==> config.mk <==
export PLATFORM = sky130hd
export DESIGN_NAME = bullet_pool_flat
export DESIGN_NICKNAME = d
export VERILOG_FILES = /design/src/rtl/bullet_pool_pkg.sv /design/src/rtl/bullet_pool_if.sv /design/src/rtl/bullet_pool_slot.sv /design/src/rtl/bullet_pool.sv /design/src/flat_wrapper.sv
export SDC_FILE = /design/constraint.sdc
export NUM_CORES = 1
export LEC_CHECK = 0
export CORE_MARGIN = 2
export CORE_UTILIZATION = 25
export CTS_CLUSTER_SIZE = 8
export DETAILED_ROUTE_END_ITERATION = 12
export MAX_ROUTING_LAYER = met4
export PLACE_DENSITY = 0.46
export SETUP_SLACK_MARGIN = 0.5
export SYNTH_ARGS = -nofsm -noshare
export SYNTH_HDL_FRONTEND = slang
export SYNTH_SLANG_ARGS = --single-unit
export TNS_END_PERCENT = 50
==> constraint.sdc <==
create_clock -name frame_clk -period 4.7 [get_ports frame_clk]
set_clock_uncertainty 0.15 [all_clocks]
set_input_delay 0.94 -clock frame_clk [delete_from_list [all_inputs] [get_ports frame_clk]]
set_output_delay 0.94 -clock frame_clk [all_outputs]
set_load 0.01 [all_outputs]
==> src/rtl/bullet_pool_pkg.sv <==
// rtl/bullet_pool_pkg.sv - shared types and defaults for the player bullet pool
// Defaults for Y_START/Y_MIN are shared with the player and alien blocks.
package bullet_pool_pkg;

  localparam int         COORD_W_DEF = 10;
  localparam int         Y_START_DEF = 420;
  localparam int         Y_MIN_DEF   = 8;
  localparam logic [7:0] KEY_SPACE   = 8'h2C;

  typedef logic [COORD_W_DEF-1:0] coord_t;

  typedef enum logic {
    SLOT_IDLE   = 1'b0,
    SLOT_FLYING = 1'b1
  } slot_state_e;

endpackage

==> src/rtl/bullet_pool_if.sv <==
// rtl/bullet_pool_if.sv - keyboard/collision side signals of the bullet pool
// master drives keycode/player X/hit; slave is the pool itself.
interface bullet_pool_if #(
  parameter int NUM_BULLETS = 4,
  parameter int COORD_W     = 10
);
  localparam int CNT_W = $clog2(NUM_BULLETS + 1);

  logic [7:0]                     keycode;
  logic [COORD_W-1:0]             player_X_position;
  logic [NUM_BULLETS-1:0]         hit;
  logic [NUM_BULLETS*COORD_W-1:0] bullet_X;
  logic [NUM_BULLETS*COORD_W-1:0] bullet_Y;
  logic [NUM_BULLETS-1:0]         bullet_on_screen;
  logic                           fire_accepted;
  logic [CNT_W-1:0]               free_count;

  modport master (
    output keycode, player_X_position, hit,
    input  bullet_X, bullet_Y, bullet_on_screen, fire_accepted, free_count
  );

  modport slave (
    input  keycode, player_X_position, hit,
    output bullet_X, bullet_Y, bullet_on_screen, fire_accepted, free_count
  );

endinterface

==> src/rtl/bullet_pool_slot.sv <==
// rtl/bullet_pool_slot.sv - one bullet slot: IDLE/FLYING FSM with latched X and moving Y
// live_next exposes the post-edge state so the top can register an exact free count.
module bullet_pool_slot
  import bullet_pool_pkg::*;
#(
  parameter int COORD_W = 10,
  parameter int Y_START = 420,
  parameter int Y_MIN   = 8,
  parameter int Y_STEP  = 4
) (
  input  logic               frame_clk,
  input  logic               Reset_n,
  input  logic               alloc,
  input  logic [COORD_W-1:0] player_x,
  input  logic               hit,
  output logic [COORD_W-1:0] x,
  output logic [COORD_W-1:0] y,
  output logic               live,
  output logic               live_next
);

  // Widened by one bit so Y_MIN+Y_STEP never wraps and Y is never decremented below zero.
  localparam logic [COORD_W:0]   CEIL    = (COORD_W + 1)'(Y_MIN + Y_STEP);
  localparam logic [COORD_W-1:0] Y_LOAD  = COORD_W'(Y_START);
  localparam logic [COORD_W-1:0] Y_DELTA = COORD_W'(Y_STEP);

  slot_state_e        state_q, state_d;
  logic [COORD_W-1:0] x_q, x_d;
  logic [COORD_W-1:0] y_q, y_d;

  always_ff @(posedge frame_clk or negedge Reset_n) begin
    if (!Reset_n) begin
      state_q <= SLOT_IDLE;
      x_q     <= '0;
      y_q     <= Y_LOAD;
    end else begin
      state_q <= state_d;
      x_q     <= x_d;
      y_q     <= y_d;
    end
  end

  always_comb begin
    state_d = state_q;
    x_d     = x_q;
    y_d     = y_q;
    case (state_q)
      SLOT_IDLE: begin
        if (alloc) begin
          state_d = SLOT_FLYING;
          x_d     = player_x;
          y_d     = Y_LOAD;
        end
      end
      SLOT_FLYING: begin
        if (hit || ({1'b0, y_q} < CEIL)) begin
          state_d = SLOT_IDLE;
          y_d     = Y_LOAD;
        end else begin
          y_d = y_q - Y_DELTA;
        end
      end
      default: state_d = SLOT_IDLE;
    endcase
  end

  assign x         = x_q;
  assign y         = y_q;
  assign live      = (state_q == SLOT_FLYING);
  assign live_next = (state_d == SLOT_FLYING);

endmodule

==> src/rtl/bullet_pool.sv <==
// rtl/bullet_pool.sv - multi-shot player bullet manager in the frame_clk domain
// Edge-detects the fire key, applies cooldown, allocates the lowest idle slot.
module bullet_pool
  import bullet_pool_pkg::*;
#(
  parameter int         NUM_BULLETS = 4,
  parameter int         COORD_W     = COORD_W_DEF,
  parameter int         Y_START     = Y_START_DEF,
  parameter int         Y_MIN       = Y_MIN_DEF,
  parameter int         Y_STEP      = 4,
  parameter int         COOLDOWN    = 8,
  parameter logic [7:0] FIRE_KEY    = KEY_SPACE
) (
  input  logic          frame_clk,
  input  logic          Reset_n,
  bullet_pool_if.slave  bus
);

  localparam int CNT_W = $clog2(NUM_BULLETS + 1);
  localparam int CD_W  = $clog2(COOLDOWN + 2);

  if (NUM_BULLETS < 1 || NUM_BULLETS > 8) begin : g_bad_num
    $error("bullet_pool: NUM_BULLETS must be within 1..8");
  end
  if (Y_START < Y_MIN) begin : g_bad_y
    $error("bullet_pool: Y_START must not be below Y_MIN");
  end

  logic                   key_prev_q, key_prev_d;
  logic [CD_W-1:0]        cooldown_q, cooldown_d;
  logic                   fire_acc_q, fire_acc_d;
  logic [CNT_W-1:0]       free_count_q, free_count_d;

  logic                   key_now;
  logic                   accept;
  logic [NUM_BULLETS-1:0] live;
  logic [NUM_BULLETS-1:0] live_next;
  logic [NUM_BULLETS-1:0] alloc;

  always_ff @(posedge frame_clk or negedge Reset_n) begin
    if (!Reset_n) begin
      key_prev_q   <= 1'b0;
      cooldown_q   <= '0;
      fire_acc_q   <= 1'b0;
      free_count_q <= CNT_W'(NUM_BULLETS);
    end else begin
      key_prev_q   <= key_prev_d;
      cooldown_q   <= cooldown_d;
      fire_acc_q   <= fire_acc_d;
      free_count_q <= free_count_d;
    end
  end

  assign key_now = (bus.keycode == FIRE_KEY);

  // Allocation looks only at registered state, so a slot retiring this frame is not reused yet.
  always_comb begin
    logic found;
    key_prev_d = key_now;
    accept     = key_now && !key_prev_q && (cooldown_q == '0) && !(&live);
    alloc      = '0;
    found      = 1'b0;
    for (int i = 0; i < NUM_BULLETS; i++) begin
      if (!live[i] && !found) begin
        alloc[i] = accept;
        found    = 1'b1;
      end
    end
    fire_acc_d = accept;
    if (accept) begin
      cooldown_d = CD_W'(COOLDOWN);
    end else if (cooldown_q != '0) begin
      cooldown_d = cooldown_q - CD_W'(1);
    end else begin
      cooldown_d = '0;
    end
    free_count_d = '0;
    for (int i = 0; i < NUM_BULLETS; i++) begin
      free_count_d = free_count_d + CNT_W'(live_next[i] ? 1'b0 : 1'b1);
    end
  end

  for (genvar i = 0; i < NUM_BULLETS; i++) begin : g_slot
    bullet_pool_slot #(
      .COORD_W (COORD_W),
      .Y_START (Y_START),
      .Y_MIN   (Y_MIN),
      .Y_STEP  (Y_STEP)
    ) u_slot (
      .frame_clk (frame_clk),
      .Reset_n   (Reset_n),
      .alloc     (alloc[i]),
      .player_x  (bus.player_X_position),
      .hit       (bus.hit[i]),
      .x         (bus.bullet_X[i*COORD_W +: COORD_W]),
      .y         (bus.bullet_Y[i*COORD_W +: COORD_W]),
      .live      (live[i]),
      .live_next (live_next[i])
    );
  end

  assign bus.bullet_on_screen = live;
  assign bus.fire_accepted    = fire_acc_q;
  assign bus.free_count       = free_count_q;

endmodule
==> src/flat_wrapper.sv <==
// flat-port wrapper written by rule: the top's interface ports become plain ports
module bullet_pool_flat import bullet_pool_pkg::*;
#(
  parameter int         NUM_BULLETS = 4,
  parameter int         COORD_W     = COORD_W_DEF,
  parameter int         Y_START     = Y_START_DEF,
  parameter int         Y_MIN       = Y_MIN_DEF,
  parameter int         Y_STEP      = 4,
  parameter int         COOLDOWN    = 8,
  parameter logic [7:0] FIRE_KEY    = KEY_SPACE
)
  (frame_clk, Reset_n, bus_keycode, bus_player_X_position, bus_hit, bus_bullet_X, bus_bullet_Y, bus_bullet_on_screen, bus_fire_accepted, bus_free_count);
  bullet_pool_if #(.NUM_BULLETS(NUM_BULLETS), .COORD_W(COORD_W)) bus_i ();
  input  logic frame_clk;
  input  logic Reset_n;
  input wire logic [$bits(bus_i.keycode)-1:0] bus_keycode;
  input wire logic [$bits(bus_i.player_X_position)-1:0] bus_player_X_position;
  input wire logic [$bits(bus_i.hit)-1:0] bus_hit;
  output wire logic [$bits(bus_i.bullet_X)-1:0] bus_bullet_X;
  output wire logic [$bits(bus_i.bullet_Y)-1:0] bus_bullet_Y;
  output wire logic [$bits(bus_i.bullet_on_screen)-1:0] bus_bullet_on_screen;
  output wire logic [$bits(bus_i.fire_accepted)-1:0] bus_fire_accepted;
  output wire logic [$bits(bus_i.free_count)-1:0] bus_free_count;
  assign bus_i.keycode = bus_keycode;
  assign bus_i.player_X_position = bus_player_X_position;
  assign bus_i.hit = bus_hit;
  assign bus_bullet_X = bus_i.bullet_X;
  assign bus_bullet_Y = bus_i.bullet_Y;
  assign bus_bullet_on_screen = bus_i.bullet_on_screen;
  assign bus_fire_accepted = bus_i.fire_accepted;
  assign bus_free_count = bus_i.free_count;
  bullet_pool #(.NUM_BULLETS(NUM_BULLETS), .COORD_W(COORD_W), .Y_START(Y_START), .Y_MIN(Y_MIN), .Y_STEP(Y_STEP), .COOLDOWN(COOLDOWN), .FIRE_KEY(FIRE_KEY)) u_core (.frame_clk(frame_clk), .Reset_n(Reset_n), .bus(bus_i));
endmodule
After elaboration in Yosys (flattened, before gate mapping)
Cells that the tools add are included.
- bits in read-only memories: 0
- bits in latches: 0
- bits in writable memories: 0
- flip-flop bits (word level): 93
- word-level logic and storage cells: 98
- memories: 0
- output and inout bits: 88
- shift operators: 0
- equality and inequality tests: 5
- $add $sub $neg: 8
- divide/modulo/power cells: 0
- order comparisons: 4
- bitwise operators: 4
- reductions and logical operators: 24
- mux-type cells: 37
- $mul: 0
- operators by type and width (cell ; count):
    10-bit 2-to-1 mux ; 8
    10-bit case mux with 2 select lines ; 4
    10-bit by 4-bit < comparator with 1-bit output (second input constant) ; 4
    10-bit by 3-bit subtractor with 10-bit output (second input constant) ; 4
    1-bit 2-to-1 mux ; 19
    3-bit adder ; 3
    8-bit by 6-bit == test with 1-bit output (second input constant) ; 1
    4-bit 2-to-1 mux ; 2
    2-bit != test (second input constant) ; 4
    1-bit case mux with 2 select lines ; 4
    2-bit AND reduction ; 4
    1-bit logical NOT ; 7
    1-bit logical AND ; 6
    4-bit logical NOT ; 1
    1-bit logical OR ; 4
    1-bit NOT ; 4
    4-bit AND reduction ; 1
    4-bit nonzero test ; 1
    4-bit by 1-bit subtractor with 4-bit output (second input constant) ; 1

Longest topological paths before layout
Gate-level depths: netlist of run 1.
- depth after elaboration: 13
- depth in mapped cells: 10
- mapped depth without buffers: 9

Hierarchy
Synthesis of run 1 repeated with hierarchy kept, for this count alone.
- cells, all modules: 338
- area total of the unflattened synthesis: 4003.8 sq um
- modules (own cells, without submodules) (module ; instances ; seq. area each (sq um) ; area an instance (sq um) ; cells each):
    bullet_pool_slot ; 4 ; 480.5 ; 880.8 ; 74
    bullet_pool ; 1 ; 226.5 ; 480.5 ; 42

Worst setup path before layout of run 1
Ideal clock, no wire load.
- path kind: input to register
- start: input port bus_keycode[4]
- end: register u_core.free_count_q[1] (netlist: u_core.bus.free_count[1])
- path buffers: 1
- stages: 8
- data arrival time: 3140 ps
- library setup time: 126 ps
- setup slack: 1284 ps
- data required time: 4424 ps
- path through: nor4b_4 nand3_2 or4_4 buf_6 and2_1 fa_1 ha_1 ha_1
- longest elaborated chain between the ends: 11
- ends and longest elaborated chain (what ; RTL line ; source):
    start, declared ; flat_wrapper.sv:16 ; input wire logic [$bits(bus_i.keycode)-1:0] bus_keycode;
    8-bit by 6-bit == test with 1-bit output * ; bullet_pool.sv:54 ; assign key_now = (bus.keycode == FIRE_KEY);
    1-bit logical AND * (3 in a row) ; bullet_pool.sv:60 ; accept = key_now && !key_prev_q && (cooldown_q == '0) && !(&live);
    1-bit 2-to-1 mux ; bullet_pool.sv:64 ; if (!live[i] && !found) begin
    1-bit 2-to-1 mux ; bullet_pool_slot.sv:49 ; if (alloc) begin
    1-bit case mux with 2 select lines ; bullet_pool_slot.sv:47 ; case (state_q)
    1-bit 2-to-1 mux ; bullet_pool.sv:79 ; free_count_d = free_count_d + CNT_W'(live_next[i] ? 1'b0 : 1'b1);
    3-bit adder (2 in a row) ; bullet_pool.sv:79 ;
    3-bit adder * ; bullet_pool.sv:79 ;
    via u_core.free_count_d[1] ; bullet_pool.sv:32 ; logic [CNT_W-1:0] free_count_q, free_count_d;
    end signal, assigned ; bullet_pool.sv:45 ; free_count_q <= CNT_W'(NUM_BULLETS);
    end signal, assigned ; bullet_pool.sv:50 ; free_count_q <= free_count_d;
    end, declared ; bullet_pool.sv:32 ;
Mark *: on every way through the listed nets, which the timed path passes. The rest lies on a longest branch.
A chain may end at the register's enable or synchronous reset.

Final worst setup path of run 1
Ends and elaborated chain as after synthesis.

==> results.yml, run 1 <==
floorplan:
  dieArea_sq_um: 17200
  dieWidth_um: 131
  ios: 112
  start_util_pct: 25.5
  row_count: 46
  coreArea_sq_um: 15800
  dieHeight_um: 131
sta:
  whs_ns: 0.273
  fin_crit_ns: 3.71
  finalSetupViolCount: 0
  hold_viol: 0
  max_slew.worst_pin.slew_ns: 0.909
  rsz0062_at_grt: "false"
  min_period_over_period_pct: 78.9
  max_freq_mhz: 270
  slew-limit-headroom_pct: 38.6
  tns_ns: 0
  timing.final.max_slew_violations: 0
worst_setup_path:
  rr_worst_depth: 9
  cp.required_ns: 4.77
  path_class: "input port to flip-flop"
  cp.arrival_ns: 3.78
  crit_fanout: 12
  critPathCaptureType: "flip-flop"
  critPathLaunchType: "input port"
  cp-endpoint: "u_core.bus.free_count[1]"
  cp-startpoint: "bus_keycode[4]"
  reg2reg_to: "u_core.bus.free_count[1]"
  timing.reg2reg.setup_slack_ns: 1.43
  reg2reg_from: "u_core.cooldown_q[0]"
routing:
  viasPerCell: 4.42
  vias: 2947
  antenna_left: 0
  wirelength_um: 10100
  dr.pass1.iters: 4
  route.detailed.drc: 0
  drt_iter0_markers: 132
  routedWlPerCell_um: 15.2
synthesis:
  ys_ff_latch: 85
  ys_seq_area_share_pct: 53.3
  yosysWarnings: 0
  synthArstFlopShare_pct: 100
  synth-edff-count: 0
  ys_types: 55
  synth_top_cell_area_share_pct: 42.2
  syn_area_sq_um: 4030
  synth_ff_type: "dfrtp_1"
  synthTopCellsByArea: "dfrtp_1 (42%), dfstp_2 (11%), mux2_2 (8.9%)"
  yosys.area.top_type: "dfrtp_1"
  synth_cells: 339
  syn_avg_cell_area_sq_um: 11.9
power:
  power_leakage_nw: 2.48
  vdd_drop_max_uv: 153
  finalPower_mw: 1.84
  cellPowerDensity_nw_per_um2: 330
final_layout:
  syn_to_final_growth_pct: 38.4
  fillCellCount: 1549
  num_antenna_cells: 0
  nNetsFinal: 481
  final_util_pct: 35.3
  drive_above_1_share_pct: 19.6
  final_area_sq_um: 5580
cts:
  post_cts_resized: 0
  clkTransAtPathRegs_ns: 0.06
  clock_sinks: 85
  clock_tree.root_cell: "clkbuf_16"
  cts-buffers-inserted: 9
  cts_setup_buffers: 0
  cts_buffer_depth: 2
  ctsHoldBuffers: 0
  clk_latency_ns: 0.34
  htree_levels: 3
  cts_tree: "yes"
global_routing:
  antenna_found_initial: 0
  gr-total-overflow: 0
  grt_pass1_vias: 2963
  grt_usage_pct: 12.9
  grt_max_degree: 69
  grt_pass1_wl_um: 16300
placed_design:
  portBuffers: 103
  post-dp-hpwl_um: 7180
  placed_area_sq_um: 5270
  place.gp.congestion: 0.759
hold_path:
  hold_path.class: "flip-flop to flip-flop"
  whs_path_depth: 1
job:
  drv_cap: 0
run_status:
  status: "finished clean"
-- final cells by class --
type / instances / area (sq um) / area share, %
tap: 216 / 270 / 4.84
inverter: 24 / 90.1 / 1.61
multi-input combinational: 218 / 1700 / 30.4
clock inverter: 6 / 76.3 / 1.37
clock buffer: 10 / 239 / 4.28
sequential: 85 / 2150 / 38.5
timing repair buffer: 107 / 1060 / 19.0
-- routing by layer --
| layer | vias to the layer above | global-route usage [%] | wire length [um] |
|---|---|---|---|
| met4 | 0 | 5.26 | 221 |
| met3 | 13 | 5.05 | 850 |
| met2 | 88 | 18.5 | 4390 |
| met5 | - | - | 0 |
| met1 | 1426 | 16.2 | 4640 |
| li1 | 1420 | - | - |
-- how the worst min path moves through the flow --
stage	from	slack (ns)	end
after detailed placement	u_core.cooldown_q[0]	0.26	u_core.cooldown_q[0]
after global placement	u_core.cooldown_q[0]	0.27	u_core.cooldown_q[0]
final	u_core.cooldown_q[0]	0.27	u_core.cooldown_q[0]
after floorplan	u_core.cooldown_q[0]	0.25	u_core.cooldown_q[0]
after CTS	u_core.cooldown_q[0]	0.27	u_core.cooldown_q[0]
after global routing	u_core.cooldown_q[0]	0.31	u_core.cooldown_q[0]
-- critical path, stage by stage --
cell and delay (ns):
clkdlybuf4s50_1 0.44, nor4b_4 0.44, nand3_2 0.20, or4_4 0.60
and2_1 0.23, fa_1 0.45, ha_1 0.20, ha_1 0.26
-- cell usage in the layout, fill, tap and decap left out, types with 3 or more instances in the layout --
master,count
ha_1,11
a21oi_1,16
or4_1,3
clkdlybuf4s50_1,102
mux2_2,32
clkbuf_16,9
o21ai_0,20
or3_1,9
a211oi_1,3
and2_1,5
a21o_1,5
o21bai_1,3
conb_1,8
nand2b_1,3
dfstp_2,17
mux2_4,8
nor3_1,12
a41oi_1,3
inv_1,24
o41ai_1,4
mux2i_1,5
o31ai_1,3
nor2_1,16
inv_6,3
nand2_1,8
buf_4,5
dfrtp_1,68
a22o_1,3
nand3_1,4
-- per-stage QoR --
stage / std cells / worst slack [ns]
floorplan: 346 / 1.28
global placement: 650 / 0.663
detailed placement: 650 / 0.610
CTS: 666 / 0.979
global route: 666 / 0.855
finish: 666 / 0.993
-- synth_stat cells (2+ instances only) --
| master | instances |
|---|---|
| buf_4 | 12 |
| a22o_1 | 3 |
| mux2i_1 | 5 |
| or4_1 | 3 |
| or3b_2 | 2 |
| a41oi_1 | 3 |
| nor4b_4 | 2 |
| a211oi_1 | 3 |
| o41ai_1 | 4 |
| nor2_1 | 16 |
| mux2_2 | 32 |
| nor2b_1 | 2 |
| mux2_4 | 8 |
| nor3_1 | 12 |
| o21bai_1 | 3 |
| dfstp_2 | 17 |
| dfrtp_1 | 68 |
| ha_1 | 11 |
| and2_1 | 5 |
| nor3b_1 | 3 |
| nor4_1 | 2 |
| o21ai_0 | 20 |
| and3_1 | 2 |
| inv_1 | 24 |
| clkbuf_1 | 3 |
| o31ai_1 | 3 |
| buf_2 | 3 |
| a21oi_1 | 16 |
| a211o_1 | 2 |
| nand2b_1 | 3 |
| or3_1 | 9 |
| a21o_1 | 5 |
| nand2_1 | 8 |
| nand3_1 | 4 |
-- power by group --
group / internal (mW) / total [mW] / switching (mW)
Combinational: 0.126 / 0.239 / 0.113
Clock: 0.437 / 0.763 / 0.325
Sequential: 0.786 / 0.839 / 0.0528
-- cell families after synthesis --
logic type	synth area share, %
XOR/XNOR	0.217
adder cells (fa/ha/maj)	3.91
other	0.0930
multiplexers	13.2
buffers and inverters	5.40
AND/OR/NAND/NOR	12.0
AO/OA/AOI/OAI	12.0
flip-flops	53.3
-- sequential cells by signal, indices dropped and copies added (netlist names) --
name,count
u_core.bus.fire_accepted,1
u_core.g_slot.u_slot.x,40
u_core.g_slot.u_slot.live,4
u_core.key_prev_q,1
u_core.bus.free_count,3
u_core.g_slot.u_slot.y,32
u_core.cooldown_q,4
Power figures use the tool's default switching activity.
==> run 2, diff against run 1 <==
clock period = 3.81 ns   (was 4.7 ns; I/O delays follow)
==> run 2 against run 1 <==
  * Count of clock-buffer cells in the layout down 1
  * Die area stayed put
  * Worst setup slack worse by 0.37 ns
  * Sequential power grew 24%
  * Sequential cell count unchanged
  * Design area rose by 1.2%
  * Via count increased by 1.3%
  * Total power rose by 25%
  * Critical path depth is the same
  * Hold slack better by 0.0071 ns
  * Wire length rose by 0.37%
  * Critical path type unchanged
==> results.yml, run 2 (synthesis results as in run 1) <==
run_status:
  status: "finished clean"
worst_setup_path:
  path_class: "input port to flip-flop"
  path_cells: "clkdlybuf4s50_1 -> nor4b_4 -> nand3_2 -> or4_4 -> and2_1 -> fa_1 -> ha_1 -> ha_1"
  cp.required_ns: 3.88
  crit_fanout: 3
  crit_family: "simple AND/OR/NAND/NOR gates"
  crit_top_cell: "ha_1"
  reg2reg_from: "u_core.cooldown_q[0]"
  cp_num_buf_inv: 1
  slowest_delay_ns: 0.47
  rr_worst_depth: 9
  cp.arrival_ns: 3.26
  critPathCaptureType: "flip-flop"
  slowest_stage: "fa_1"
  timing.reg2reg.setup_slack_ns: 0.74
  critPathLaunchType: "input port"
  reg2reg_to: "u_core.bus.free_count[1]"
power:
  netSwitchingFraction_pct: 25.9
  cellPowerDensity_nw_per_um2: 409
  power.share.clock_pct: 42.1
  power_leakage_nw: 2.52
  vdd_drop_max_uv: 193
  p_int_mw: 1.71
  pwr-share-seq_pct: 44.9
  switchingPower_mw: 0.597
  p_comb_share_pct: 13.0
global_routing:
  grt_pass1_wl_um: 16100
  grt.met1_usage_pct: 16.1
  antenna_found_initial: 0
  gr-total-overflow: 0
  gr-usage-met3_pct: 4.07
  met2_usage_pct: 19.1
  busiest_layer: "met2"
  grt_max_degree: 47
  grt_usage_pct: 12.8
  grt_pass1_vias: 2971
hold_path:
  hold_path.class: "input port to asynchronous set/reset pin"
final_layout:
  multi_input_area_sq_um: 1700
  syn_to_final_growth_pct: 40.0
  final_cell_mix: "clkdlybuf4s50_1 (102), dfrtp_1 (68), mux2_2 (32)"
  stdcell_count: 673
  fillCellCount: 1559
  largest_reg_flops: 40
  num_antenna_cells: 0
  nNetsFinal: 488
  layout_commonest_cell: "clkdlybuf4s50_1"
  seqCellArea_sq_um: 2150
  drive_above_1_share_pct: 20.8
sta:
  hold_viol: 0
  timing.final.max_slew_violations: 0
  finalSetupViolCount: 0
  min_period_over_period_pct: 83.7
  slew-limit-headroom_pct: 38.4
  tns_ns: 0
  fin_crit_ns: 3.19
  max_slew.worst_pin.slew_ns: 0.912
  max_freq_mhz: 314
  rsz0062_at_grt: "false"
routing:
  vias: 2985
  dr.pass1.iters: 4
  wirelength_um: 10100
  drt_iter0_markers: 102
  routedWlPerCell_um: 15.1
  antenna_left: 0
  viasPerCell: 4.44
  route.detailed.drc: 0
cts:
  htree_levels: 3
  cts_buffer_depth: 2
  cts_tree: "yes"
  clock_tree.root_cell: "clkbuf_16"
  clock_sinks: 85
  cts-buffers-inserted: 9
  clkTransAtPathRegs_ns: 0.07
  clk_latency_ns: 0.35
floorplan:
  dieArea_sq_um: 17200
  coreArea_sq_um: 15800
  row_count: 46
  start_util_pct: 25.5
  dieHeight_um: 131
  dieWidth_um: 131
  ios: 112
placed_design:
  portBuffers: 103
  post-dp-hpwl_um: 7280
  place.gp.congestion: 0.731
  place_inst: 656
job:
  drv_cap: 0
## run 2: cell count changes in the layout (fill, tap and decap cells not counted), sizes merged
cell	before	now
clkbuf	10	9
buf	5	12
bufinv	1	2
clkinv	1	0
clkinvlp	0	1
## run 2: area by class of cell
cell class	instances	area share (%)
well taps	216	4.79
multi-input cells	218	30.1
clock inverters	7	1.82
flip-flops and latches	85	38.0
repair buffers	114	19.7
clock buffers	9	3.99
inverters	24	1.60
## run 2: repair_timing
| action | in CTS | in global routing |
|---|---|---|
| hold buffers | 0 | 0 |
| endpoints found under the setup margin | 0 | 1 |
| buffers inserted | 0 | 1 |
| gates resized for setup | 0 | 0 |
## run 2: worst register-to-register path: stages, from the launching register on
cell     delay [ns]
dfrtp_1        0.38
inv_1          0.07
ha_1           0.22
nor4b_4        0.39
nand3_2        0.17
or4_4          0.44
and2_1         0.19
fa_1           0.47
ha_1           0.20
ha_1           0.28
## run 2: how the worst max path moves through the flow
stage	end	startpoint	depth (start not counted)	slack (ns)
after floorplan	u_core.bus.free_count[1]	bus_keycode[4]	8	0.57
after global placement	u_core.bus.free_count[1]	bus_keycode[4]	8	0.25
after detailed placement	u_core.bus.free_count[1]	bus_keycode[4]	8	0.19
after CTS	u_core.bus.free_count[1]	bus_keycode[4]	8	0.55
after global routing	u_core.bus.free_count[1]	bus_keycode[4]	8	0.50
final	u_core.bus.free_count[1]	bus_keycode[4]	8	0.62
## run 2: power groups by stage
stage / Sequential [mW] / Clock, mW / Combinational, mW
floorplan: 1.06 / 0 / 0.144
global placement: 1.05 / 0 / 0.297
detailed placement: 1.05 / 0 / 0.304
CTS: 1.04 / 1.01 / 0.305
global route: 1.04 / 1.05 / 0.332
finish: 1.04 / 0.972 / 0.299
## run 2: layer usage
layer / wire, um / part of all wire [%]
met2: 4690 / 46
met1: 4630 / 46
met5: 0 / 0
met4: 165 / 1.6
met3: 644 / 6.4
## run 2: metrics by stage
stage	hold slack, ns	setup slack, ns	util (%)	power (mW)	instance area, sq um
floorplan	0.253	0.572	-	1.20	4060
global placement	0.269	0.252	33.6	1.35	5310
detailed placement	0.265	0.195	33.6	1.36	5310
CTS	0.282	0.552	35.6	2.35	5640
global route	0.300	0.503	35.7	2.42	5650
finish	0.280	0.623	35.7	2.31	5650
